<file path="config.mk">
export PLATFORM = sky130hd
export DESIGN_NAME = uart_bus_ctrl
export DESIGN_NICKNAME = d
export VERILOG_FILES = /design/src/rtl/uart_bus_ctrl.sv
export SDC_FILE = /design/constraint.sdc
export NUM_CORES = 1
export LEC_CHECK = 0
export BUFFER_PORTS_ARGS = -buffer_cell sky130_fd_sc_hd__buf_2
export CAP_MARGIN = 20
export CORE_UTILIZATION = 50
export CTS_CLUSTER_DIAMETER = 40
export DETAILED_ROUTE_END_ITERATION = 16
export HOLD_SLACK_MARGIN = 0.02
export PLACE_DENSITY_LB_ADDON = 0.12
export SLEW_MARGIN = 25
export SYNTH_ARGS = -nofsm -noshare
export SYNTH_HDL_FRONTEND = slang
export SYNTH_SLANG_ARGS = --single-unit
export TNS_END_PERCENT = 20
</file>
<file path="constraint.sdc">
create_clock -name clk -period 3.6 [get_ports clk]
set_input_delay 0.72 -clock clk [delete_from_list [all_inputs] [get_ports clk]]
set_output_delay 0.72 -clock clk [all_outputs]
set_load 0.02 [all_outputs]
</file>
<file path="src/rtl/uart_bus_ctrl.sv">
// Memory-mapped UART: 8-deep TX/RX byte FIFOs, serializer/deserializer sharing one
// baud divider setting, combinational read data and a level RX interrupt.
//
// state    | meaning
// TX_IDLE  | line high, pops the next byte when the TX FIFO holds one
// TX_START | start bit (0) for one bit time
// TX_DATA  | eight data bits, LSB first
// TX_STOP  | stop bit (1) for one bit time
// RX_IDLE  | waiting for a synchronized low on uart_rx
// RX_START | half-bit delay, then confirm the start bit or reject a glitch
// RX_DATA  | eight samples one bit time apart, LSB first
// RX_STOP  | stop-bit sample: push the byte or flag a framing error
// RX_WAIT  | after a framing error, wait for the line to return high
module uart_bus_ctrl #(
    parameter int CLK_DIV = 5208,
    parameter int FIFO_AW = 3
) (
    input  logic        clk,
    input  logic        reset,
    input  logic [31:0] addr,
    input  logic        rd,
    input  logic        wr,
    input  logic [31:0] wdata,
    output logic [31:0] rdata,
    input  logic        uart_rx,
    output logic        uart_tx,
    output logic        irq
);
    localparam int CW = $clog2(CLK_DIV);
    localparam int PW = FIFO_AW + 1;
    localparam logic [CW-1:0] BIT_LAST  = CW'(CLK_DIV - 1);
    localparam logic [CW-1:0] HALF_LAST = CW'(CLK_DIV / 2 - 1);

    typedef enum logic [1:0] {TX_IDLE, TX_START, TX_DATA, TX_STOP} tx_state_t;
    typedef enum logic [2:0] {RX_IDLE, RX_START, RX_DATA, RX_STOP, RX_WAIT} rx_state_t;

    tx_state_t     tx_state_q, tx_state_d;
    rx_state_t     rx_state_q, rx_state_d;
    logic [CW-1:0] tx_cnt_q, tx_cnt_d, rx_cnt_q, rx_cnt_d;
    logic [2:0]    tx_bit_q, tx_bit_d, rx_bit_q, rx_bit_d;
    logic [7:0]    tx_shift_q, tx_shift_d, rx_shift_q, rx_shift_d;
    logic [PW-1:0] tx_wptr_q, tx_wptr_d, tx_rptr_q, tx_rptr_d;
    logic [PW-1:0] rx_wptr_q, rx_wptr_d, rx_rptr_q, rx_rptr_d;
    logic [7:0]    tx_mem_q [2**FIFO_AW];
    logic [7:0]    rx_mem_q [2**FIFO_AW];
    logic          tx_out_q, tx_out_d;
    logic          rx_s1_q, rx_s2_q;
    logic          rx_ie_q, rx_ie_d, rx_ovr_q, rx_ovr_d, frame_err_q, frame_err_d, irq_q, irq_d;
    logic          tx_full, tx_empty, rx_full, rx_empty;
    logic          tx_push, tx_pop, rx_push, rx_pop, rx_stop_ok, rx_stop_bad;
    logic          wr_txdata, rd_rxdata, rd_status, wr_ctrl;
    logic          unused_bits;

    assign unused_bits = ^{addr[31:4], addr[1:0], wdata[31:8]};

    assign wr_txdata = wr && (addr[3:2] == 2'd0);
    assign rd_rxdata = rd && (addr[3:2] == 2'd1);
    assign rd_status = rd && (addr[3:2] == 2'd2);
    assign wr_ctrl   = wr && (addr[3:2] == 2'd3);

    assign tx_empty = (tx_wptr_q == tx_rptr_q);
    assign tx_full  = (tx_wptr_q == {~tx_rptr_q[FIFO_AW], tx_rptr_q[FIFO_AW-1:0]});
    assign rx_empty = (rx_wptr_q == rx_rptr_q);
    assign rx_full  = (rx_wptr_q == {~rx_rptr_q[FIFO_AW], rx_rptr_q[FIFO_AW-1:0]});

    // A push into a full FIFO is accepted only when a pop frees the slot in the same cycle.
    assign tx_push = wr_txdata && (!tx_full || tx_pop);
    assign rx_pop  = rd_rxdata && !rx_empty;
    assign rx_push = rx_stop_ok && (!rx_full || rx_pop);

    assign tx_wptr_d = tx_wptr_q + PW'(tx_push);
    assign tx_rptr_d = tx_rptr_q + PW'(tx_pop);
    assign rx_wptr_d = rx_wptr_q + PW'(rx_push);
    assign rx_rptr_d = rx_rptr_q + PW'(rx_pop);

    // A new error event wins over a same-cycle STATUS read so it is never lost.
    assign rx_ovr_d    = (rx_ovr_q && !rd_status) || (rx_stop_ok && rx_full && !rx_pop);
    assign frame_err_d = (frame_err_q && !rd_status) || rx_stop_bad;
    assign rx_ie_d     = wr_ctrl ? wdata[0] : rx_ie_q;
    assign irq_d       = rx_ie_q && !rx_empty;

    always_ff @(posedge clk or posedge reset) begin
        if (reset) begin
            tx_state_q  <= TX_IDLE;
            rx_state_q  <= RX_IDLE;
            tx_cnt_q    <= '0;
            rx_cnt_q    <= '0;
            tx_bit_q    <= '0;
            rx_bit_q    <= '0;
            tx_shift_q  <= '0;
            rx_shift_q  <= '0;
            tx_wptr_q   <= '0;
            tx_rptr_q   <= '0;
            rx_wptr_q   <= '0;
            rx_rptr_q   <= '0;
            tx_out_q    <= 1'b1;
            rx_s1_q     <= 1'b1;
            rx_s2_q     <= 1'b1;
            rx_ie_q     <= 1'b0;
            rx_ovr_q    <= 1'b0;
            frame_err_q <= 1'b0;
            irq_q       <= 1'b0;
        end else begin
            tx_state_q  <= tx_state_d;
            rx_state_q  <= rx_state_d;
            tx_cnt_q    <= tx_cnt_d;
            rx_cnt_q    <= rx_cnt_d;
            tx_bit_q    <= tx_bit_d;
            rx_bit_q    <= rx_bit_d;
            tx_shift_q  <= tx_shift_d;
            rx_shift_q  <= rx_shift_d;
            tx_wptr_q   <= tx_wptr_d;
            tx_rptr_q   <= tx_rptr_d;
            rx_wptr_q   <= rx_wptr_d;
            rx_rptr_q   <= rx_rptr_d;
            tx_out_q    <= tx_out_d;
            rx_s1_q     <= uart_rx;
            rx_s2_q     <= rx_s1_q;
            rx_ie_q     <= rx_ie_d;
            rx_ovr_q    <= rx_ovr_d;
            frame_err_q <= frame_err_d;
            irq_q       <= irq_d;
        end
    end

    always_ff @(posedge clk) begin
        if (tx_push) tx_mem_q[tx_wptr_q[FIFO_AW-1:0]] <= wdata[7:0];
        if (rx_push) rx_mem_q[rx_wptr_q[FIFO_AW-1:0]] <= rx_shift_q;
    end

    always_comb begin
        tx_state_d = tx_state_q;
        tx_cnt_d   = tx_cnt_q;
        tx_bit_d   = tx_bit_q;
        tx_shift_d = tx_shift_q;
        tx_pop     = 1'b0;
        case (tx_state_q)
            TX_IDLE: if (!tx_empty) begin
                tx_pop     = 1'b1;
                tx_shift_d = tx_mem_q[tx_rptr_q[FIFO_AW-1:0]];
                tx_cnt_d   = BIT_LAST;
                tx_state_d = TX_START;
            end
            TX_START: if (tx_cnt_q == '0) begin
                tx_cnt_d   = BIT_LAST;
                tx_bit_d   = 3'd0;
                tx_state_d = TX_DATA;
            end else tx_cnt_d = tx_cnt_q - CW'(1);
            TX_DATA: if (tx_cnt_q == '0) begin
                tx_cnt_d   = BIT_LAST;
                tx_shift_d = {1'b0, tx_shift_q[7:1]};
                tx_bit_d   = tx_bit_q + 3'd1;
                if (tx_bit_q == 3'd7) tx_state_d = TX_STOP;
            end else tx_cnt_d = tx_cnt_q - CW'(1);
            TX_STOP: if (tx_cnt_q == '0) tx_state_d = TX_IDLE;
                     else tx_cnt_d = tx_cnt_q - CW'(1);
            default: tx_state_d = TX_IDLE;
        endcase
    end

    always_comb begin
        rx_state_d  = rx_state_q;
        rx_cnt_d    = rx_cnt_q;
        rx_bit_d    = rx_bit_q;
        rx_shift_d  = rx_shift_q;
        rx_stop_ok  = 1'b0;
        rx_stop_bad = 1'b0;
        case (rx_state_q)
            RX_IDLE: if (!rx_s2_q) begin
                rx_cnt_d   = HALF_LAST;
                rx_state_d = RX_START;
            end
            RX_START: if (rx_cnt_q == '0) begin
                if (rx_s2_q) rx_state_d = RX_IDLE;
                else begin
                    rx_cnt_d   = BIT_LAST;
                    rx_bit_d   = 3'd0;
                    rx_state_d = RX_DATA;
                end
            end else rx_cnt_d = rx_cnt_q - CW'(1);
            RX_DATA: if (rx_cnt_q == '0) begin
                rx_cnt_d   = BIT_LAST;
                rx_shift_d = {rx_s2_q, rx_shift_q[7:1]};
                rx_bit_d   = rx_bit_q + 3'd1;
                if (rx_bit_q == 3'd7) rx_state_d = RX_STOP;
            end else rx_cnt_d = rx_cnt_q - CW'(1);
            RX_STOP: if (rx_cnt_q == '0) begin
                if (rx_s2_q) begin
                    rx_stop_ok = 1'b1;
                    rx_state_d = RX_IDLE;
                end else begin
                    rx_stop_bad = 1'b1;
                    rx_state_d  = RX_WAIT;
                end
            end else rx_cnt_d = rx_cnt_q - CW'(1);
            RX_WAIT: if (rx_s2_q) rx_state_d = RX_IDLE;
            default: rx_state_d = RX_IDLE;
        endcase
    end

    always_comb begin
        tx_out_d = 1'b1;
        case (tx_state_q)
            TX_START: tx_out_d = 1'b0;
            TX_DATA:  tx_out_d = tx_shift_q[0];
            default:  tx_out_d = 1'b1;
        endcase
        rdata = '0;
        if (rd) begin
            case (addr[3:2])
                2'd1:    if (!rx_empty) rdata = {24'b0, rx_mem_q[rx_rptr_q[FIFO_AW-1:0]]};
                2'd2:    rdata = {27'b0, frame_err_q, rx_ovr_q, !rx_empty,
                                  tx_empty && (tx_state_q == TX_IDLE), tx_full};
                2'd3:    rdata = {31'b0, rx_ie_q};
                default: rdata = '0;
            endcase
        end
    end

    assign uart_tx = tx_out_q;
    assign irq     = irq_q;
endmodule
</file>
==> metrics list, run 1 <==
* Clock root cell: sky130_fd_sc_hd__clkbuf_16
- Clock tree synthesis found a total of 204 sinks.
- In this run the worst path has a maximum fanout of 8.
- Type of the worst min-delay path: in -> reg
- The library cells used most frequently in the layout, excluding fill and tap cells, are sky130_fd_sc_hd__edfxtp_1, sky130_fd_sc_hd__dfrtp_1, sky130_fd_sc_hd__nor2_1.
- Routability-driven placement finished with a final weighted congestion of 0.8565.
- Final setup viols: 0
* Starting DRC count in detailed routing: 346
- DR DRC count: 0
- Mean post-synth cell area: 14.24 um^2
- From synthesis to final layout, the design area changed by 15.43%.
* Power Dens Cells: 739.5 nW/um^2
* Final Max Slew Viols: 0
- After clock tree synthesis, the clock-pin slew on the worst setup and hold paths is approximately 0.050 ns.
- sky130_fd_sc_hd__edfxtp_1 takes more of the synthesized area than any other cell.
- Worst path bufs/invs: 1
- Highest clock rate: ~300 MHz
- CTS built an H-tree with a depth of 1.
- For the pin with the worst max-slew slack, the measured transition is 0.9012 ns.
* Main flop type after synthesis: sky130_fd_sc_hd__edfxtp_1
- In this run, synthesis inferred 128 flip-flops with an integrated enable.
- After filler insertion, the fill cell instance count of the layout stands at ~1,400.
- Number of library cell types mapped by synthesis: between 60 and 70
- Worst setup skew after layout: 0.01220 ns
- At the worst endpoint, the required time is 2.88 ns.
- Layout Utilization: 59.04%
* CP peak stage delay: 0.49 ns
* Largest net degree at the start of global routing: 44
- The number of setup buffers added after CTS is 0.
- The mapped netlist covers between 9000 and 10,000 um^2.
- Using the TritonRoute via totals, the vias-per-cell ratio works out to 5.561.
- WL per Instance: 18.67 um
- Yosys Warn Count: 0
* Status: finished, final reports clean
- Total length of routed wires: around 18 mm
* Worst vdd rail ir drop: around 0.63 mV
* CP cell instances: xor2_1 > nor3_1 > nand2_1 > nand3_1 > o21ai_0 > buf_2
* Most common cell after layout, fill and taps aside: sky130_fd_sc_hd__edfxtp_1
* Hold buffer count at CTS: 0
* Post-route ant nets: 0
- Share of the synthesized area in the top cell type: 41.84%
- Crit path depth: 6
- Crit share post-route: 92.48%
- In the post-route analysis, the smallest setup slack over all paths is 0.2707 ns.
- Placement Setup Slack: 0.7010 ns
* Top-level port count: between 100 and 150
- Height of the die: 137.6 um
- The number of antenna violations at the first check in global routing came to 0.
* Reported leakage power: 4.100 nW
* Setup repair after global routing missed its margin: false
- Of all flip-flops after synthesis, the portion carrying an async set or reset was 37.25%.
- The worst setup path is launched from a flop.
- Number of register bits inferred by synthesis: 204
* GRT Residual Overflow: 0
- Via count of the first global-routing pass: 5,409
- Max-cap violations in this run came to 0.
- The first global-routing pass estimated ~29 mm of wire.
- The repair_antennas step left the layout with diodes totalling 0.
- DR vias: approximately 5,300
* Number of hold violations in the final report: 0
- Post-layout minimum cycle time: 3.329 ns
* Die Area: ~19,000 um^2
* Count of standard-cell rows: 49
- The HPWL after detailed placement is roughly 11 mm.
* Insertion delay to the later sink of the worst-skew pair: ~0.54 ns
- Worst Setup End Kind: output port
- The clock passes through at most 3 buffers.
- Worst-case reg-to-reg path depth: 8
* IO buf count: 24
* Cell family with most CP delay: simple AND/OR/NAND/NOR gates
* Fraction of layout cells with a size suffix above 1: 24.04%
- Core outline area: 17,960 um^2
- Counting every instance in the synthesized netlist gives 645.
* Clock buffer count from CTS: 30
- Headroom to the max-slew limit came out at 39.46%.
- The die is 137.6 um wide.
- Worst path slowest cell: sky130_fd_sc_hd__dfrtp_1
- Summing internal, switching and leakage power gives around 0.0078 W.
- The first detailed-routing pass ran for 4 iterations.
* Resized cells post-CTS: 0
- Top cells by area in the synthesized netlist: sky130_fd_sc_hd__edfxtp_1, sky130_fd_sc_hd__dfrtp_1, sky130_fd_sc_hd__mux4_2
* Setup TNS: 0 ns
- Post-layout net count: 794
* Worst hold path depth: 1
- Proportion of synthesized chip area in sequential cells: between 60% and 70%
- Setup slack of the most critical reg-to-reg path: 0.70 ns
* TritonCTS clock tree: done
- Global routing consumed, over all layers together, approximately a fifth of the routing resources.
* CP arrival: 2.61 ns
- By startpoint and endpoint, the worst setup path is classified as reg -> out.
* Starting density of the core: 51.15%
[metal layers]
metal / global-route usage, % / up-vias / routed length [um]
met2: 33.05 / 89 / 8745
met5: 0 / - / 0
met3: 3.348 / 23 / 777
met4: 4.640 / 0 / 259
met1: 27.10 / 2677 / 8088
li1: - / 2533 / -
[area by class of cell]
cell class	count	area (um^2)	area share, %
multi-input cells	395	3156	29.75
well taps	229	286.5	2.702
repair buffers	53	337.8	3.185
inverters	20	76.32	0.7197
clock buffers	31	754.5	7.114
flip-flops and latches	204	5749	54.21
clock inverters	25	245.2	2.312
[report_power, final]
part	total (W)	switching (W)	internal [W]	leakage (nW)
logic	0.00212	0.00113	0.000986	1.51
registers	0.00292	0.000188	0.00273	2.10
clock network	0.00281	0.00110	0.00170	0.490
total	0.00784	0.00242	0.00542	4.10
[metrics by stage]
stage	std cells	instance area (um^2)	hold slack [ns]
after floorplan	668	9274	0.3452
after global placement	901	9605	0.3487
after detailed placement	901	9605	0.3498
after CTS	957	10610	0.2624
after global routing	957	10610	0.2674
final	957	10610	0.2838
[sequential cells by signal, indices dropped and copies added (netlist names)]
| signal | count |
|---|---|
| tx_mem_q | 64 |
| frame_err_q | 1 |
| rx_ie_q | 1 |
| rx_bit_q | 3 |
| tx_wptr_q | 4 |
| rx_ovr_q | 1 |
| tx_bit_q | 3 |
| rx_s2_q | 1 |
| rx_wptr_q | 4 |
| irq | 1 |
| rx_s1_q | 1 |
| tx_cnt_q | 13 |
| rx_mem_q | 64 |
| tx_shift_q | 8 |
| uart_tx | 1 |
| rx_shift_q | 8 |
| rx_rptr_q | 4 |
| tx_rptr_q | 4 |
| rx_cnt_q | 13 |
| tx_state_q | 2 |
| rx_state_q | 3 |
[worst reg2reg max path: stages, from the launching register on]
cell and delay (ns):
sky130_fd_sc_hd__dfrtp_1 0.42, sky130_fd_sc_hd__inv_1 0.10, sky130_fd_sc_hd__ha_1 0.14, sky130_fd_sc_hd__or4b_1 0.51, sky130_fd_sc_hd__or4_4 0.53, sky130_fd_sc_hd__a2111oi_4 0.41
sky130_fd_sc_hd__nand2_2 0.15, sky130_fd_sc_hd__nor2_1 0.14, sky130_fd_sc_hd__buf_4 0.20
[cell usage after synthesis, types with 5 or more instances]
cell type	number
sky130_fd_sc_hd__a21oi_1	26
sky130_fd_sc_hd__o21ai_0	32
sky130_fd_sc_hd__buf_4	24
sky130_fd_sc_hd__a22o_1	6
sky130_fd_sc_hd__clkbuf_1	15
sky130_fd_sc_hd__inv_1	20
sky130_fd_sc_hd__nor3_1	17
sky130_fd_sc_hd__dfrtp_1	73
sky130_fd_sc_hd__mux2i_1	19
sky130_fd_sc_hd__mux4_2	32
sky130_fd_sc_hd__nor2_1	45
sky130_fd_sc_hd__nor4_1	8
sky130_fd_sc_hd__nand3_1	13
sky130_fd_sc_hd__or3_1	11
sky130_fd_sc_hd__nand2_1	32
sky130_fd_sc_hd__edfxtp_1	128
sky130_fd_sc_hd__xor2_1	8
sky130_fd_sc_hd__xnor2_1	10
sky130_fd_sc_hd__nand2b_1	9
sky130_fd_sc_hd__o22ai_1	5
sky130_fd_sc_hd__ha_1	21
sky130_fd_sc_hd__mux2_2	19
[logic make-up (layout without fill, tap and decap cells)]
kind of cell	count (synthesis)	count (layout)	synth area share (%)
AOI/OAI and AO/OA	95	95	6.700
xor gates and xnor gates	18	18	1.716
adders and majority gates	21	21	2.860
buffers and inverters	69	129	4.017
DFF	204	204	62.58
muxes	70	70	12.24
other	1	24	0.04082
and+or+nand+nor	167	167	9.846
[path summary, 6_finish.rpt]
kind / end / start
min reg2reg: rx_s2_q / rx_s1_q
min: rx_s1_q / uart_rx
max: rdata[3] / rx_wptr_q[2]
max in group asynchronous: rx_s2_q / reset
min in group asynchronous: rx_cnt_q[11] / reset
max reg2reg: rx_mem_q[3][7] / rx_cnt_q[0]
Note: power is estimated with default switching activity, not from simulation.
==> run 2, diff against run 1 <==
--- a/config.mk
+++ b/config.mk
@@ -7,6 +7,7 @@
 export LEC_CHECK = 0
 export BUFFER_PORTS_ARGS = -buffer_cell sky130_fd_sc_hd__buf_2
 export CAP_MARGIN = 20
+export CORE_ASPECT_RATIO = 1.25
 export CORE_UTILIZATION = 50
 export CTS_CLUSTER_DIAMETER = 40
 export DETAILED_ROUTE_END_ITERATION = 16
==> run 2 against run 1 <==
Combinational power about the same; register-to-register slack got worse by 0.23 ns; global-route usage increased by 0.17 points; fmax increased by 4.3%; via count increased by 0.94%; clock power decreased by 3%; non-clock buffer count increased by 5; die area about the same.
==> metrics list, run 2 (same netlist as run 1, synthesis figures left out) <==
- GRT Residual Overflow: 0
- In the final layout, the share of cells above drive strength 1 is 23.97%.
- The signal on the critical path passes through xor2_1 > nor3_2 > nand2_1 > nand3_1 > o21ai_0 > buf_2.
- Type of the worst min-delay path: in -> reg
- The wire-length estimate of the detail-placed layout is 12.19 mm.
* Final Max Slew Viols: 0
* Total length of routed wires: ~18 mm
* Post-layout net count: 796
- Clock root cell: sky130_fd_sc_hd__clkbuf_16
- Once placement finished, the instance area stood at 9642 um^2.
* Worst path bufs/invs: 1
- Hold EP: rx_s1_q
* Highest-count cells in the layout ignoring fill and taps: sky130_fd_sc_hd__edfxtp_1, sky130_fd_sc_hd__dfrtp_1, sky130_fd_sc_hd__nor2_1, sky130_fd_sc_hd__buf_4
- Measured against its own limit, the worst slew margin works out to a little under half.
* Worst Setup End Kind: output port
- Min-Delay Startpoint: uart_rx
- Clock buffer count from CTS: 27
* Power Dens Cells: 734.6 nW/um^2
* Number of hold violations in the final report: 0
* Reported leakage power: 4.096 nW
- The number of hold buffers added after CTS was 0.
* Placement Setup Slack: 0.4597 ns
- The die covers 18,920 um^2.
- Post-layout minimum cycle time: around 3.2 ns
- For this run, design rule violations remaining after detail routing come to 0.
- Global-route wire length before repair: 28.91 mm
* Highest clock rate: 313.3 MHz
- Clock latency on the worst-skew pair, taken at its later pin, is about 0.52 ns.
* DR vias: 5,372
- TritonCTS clock tree: done
- Max-cap violation count: 0
- Layout Utilization: 58.67%
- Count of standard-cell rows: 55
* Setup slack of the most critical reg-to-reg path: 0.47 ns
- After clock tree synthesis, the clock-pin slew on the worst setup and hold paths is 0.05 ns.
- Startpoint-to-endpoint class of the critical path: reg -> out
- Weighted congestion reported at the end of routability-driven placement: 0.8394
* Worst reg2reg path endpoint: rx_mem_q[4][7]
- The pre-antenna-repair detailed-routing pass consisted of 6 iterations.
- Worst vdd rail ir drop: 0.4411 mV
* Cell family with most CP delay: simple AND/OR/NAND/NOR gates
- The run finished with clean final reports.
- In the post-route analysis, the smallest setup slack over all paths is 0.4084 ns.
- The floorplan step defined a core boundary enclosing 18,030 um^2.
* Actual transition at the worst max-transition pin: just over 0.8 ns
* H-tree levels: 1
- The via count of the first global-routing pass was 5,535.
- Largest net degree at the start of global routing: 53
- Measured along the y axis, the die boundary spans 153.6 um.
- Maximum clock insertion buffer count: 3
- STA classifies the critical path startpoint as a flop.
- For this design the top-level I/O count stands at 103.
- Data arrives at the worst endpoint at 2.47 ns.
* Avg Vias per Cell: 5.631
- The number of antenna violations at the first check in global routing came to 0.
- Setup violations remaining at the end of the flow were counted as 0.
* Crit Reg-Reg Startpoint: rx_cnt_q[1]
- In this design, the stage delay of the slowest critical-path cell is 0.49 ns.
- Across all hold checks on the routed design, the worst slack comes to 0.3022 ns.
* Starting density of the core: 50.96%
- The library cell used most frequently in the layout, excluding fill and tap cells, is sky130_fd_sc_hd__edfxtp_1.
* Worst hold path depth: 1
- Setup TNS: 0 ns
- Sinks on Clock Net: 204
- The number of cells on the worst reg-to-reg path is 8.
* Combined global-route utilization of all metal layers: ~20%
- Critical Path Fanout Max: 8
- With fillers left out, the area of the finished cells amounts to approximately 11,000 um^2.
* IO buf count: 24
* Crit share post-route: approximately nine tenths
* Worst path slowest cell: sky130_fd_sc_hd__dfrtp_1
* Width of the die: 123.2 um
* Area growth, synth to finish: 15.13%
- Required time worst endpoint: 2.88 ns
- The count of nets left with antenna violations once routing finished came out at 0.
- Starting DRC count in detailed routing: around 300
- After detailed routing, the average wire length per cell comes to 18.92 um.
- For the final database, setup skew stands at roughly 0.013 ns.
- Setup repair after global routing left no endpoint under its margin.
- Diodes inserted: 0
[run 2: layout make-up]
cell class,instances,area (um^2)
sequential,204,5749
tap,228,285.3
timing repair buffer,58,375.4
inverter,20,77.57
clock buffer,31,690.7
multi-input combinational,395,3161
fill,1418,7452
clock inverter,18,239.0
[run 2: metrics by stage]
step | cells | power, W
floorplan | 668 | 0.004595
global placement | 905 | 0.005023
detailed placement | 905 | 0.005111
CTS | 954 | 0.007860
global route | 954 | 0.008197
finish | 954 | 0.007771
[run 2: repair_timing]
item / 4_1_cts / 5_1_grt
gates resized for setup: 0 / 1
endpoints found under the hold margin: 0 / 0
endpoints found under the setup margin: 0 / 1
buffers inserted: 0 / 0
[run 2: how the worst max path moves through the flow]
stage / start / endpoint / slack [ns] / depth (start not counted)
6_report: rx_wptr_q[2] / rdata[4] / 0.41 / 6
5_1_grt: rx_wptr_q[2] / rdata[3] / 0.18 / 6
4_1_cts: rx_wptr_q[2] / rdata[3] / 0.12 / 6
3_5_place_dp: rx_cnt_q[0] / rx_mem_q[4][0] / 0.46 / 8
3_3_place_gp: rx_cnt_q[0] / rx_mem_q[4][7] / 0.55 / 8
2_1_floorplan: rx_cnt_q[7] / rx_mem_q[2][0] / 0.73 / 6
[run 2: power breakdown]
part	internal [W]	total, W	switching [W]
combinational	0.000981	0.00212	0.00114
clock	0.00174	0.00273	0.000985
sequential	0.00273	0.00292	0.000188
total	0.00545	0.00777	0.00232
[run 2: layer usage]
| metal | track usage, % | vias to the layer above | wire (um) |
|---|---|---|---|
| met5 | 0 | - | 0 |
| met4 | 6.655 | 0 | 403 |
| met3 | 3.042 | 35 | 693 |
| met2 | 35.22 | 110 | 9576 |
| met1 | 24.77 | 2699 | 7379 |
| li1 | - | 2528 | - |
[run 2: worst reg2reg max path, stage by stage, from the launching register on]
cell and delay [ns]:
sky130_fd_sc_hd__dfrtp_1 0.40, sky130_fd_sc_hd__inv_1 0.11, sky130_fd_sc_hd__ha_1 0.15, sky130_fd_sc_hd__or4b_1 0.51
sky130_fd_sc_hd__or4_4 0.53, sky130_fd_sc_hd__a2111oi_4 0.41, sky130_fd_sc_hd__nand2b_2 0.15, sky130_fd_sc_hd__nor2_1 0.34
sky130_fd_sc_hd__buf_4 0.23
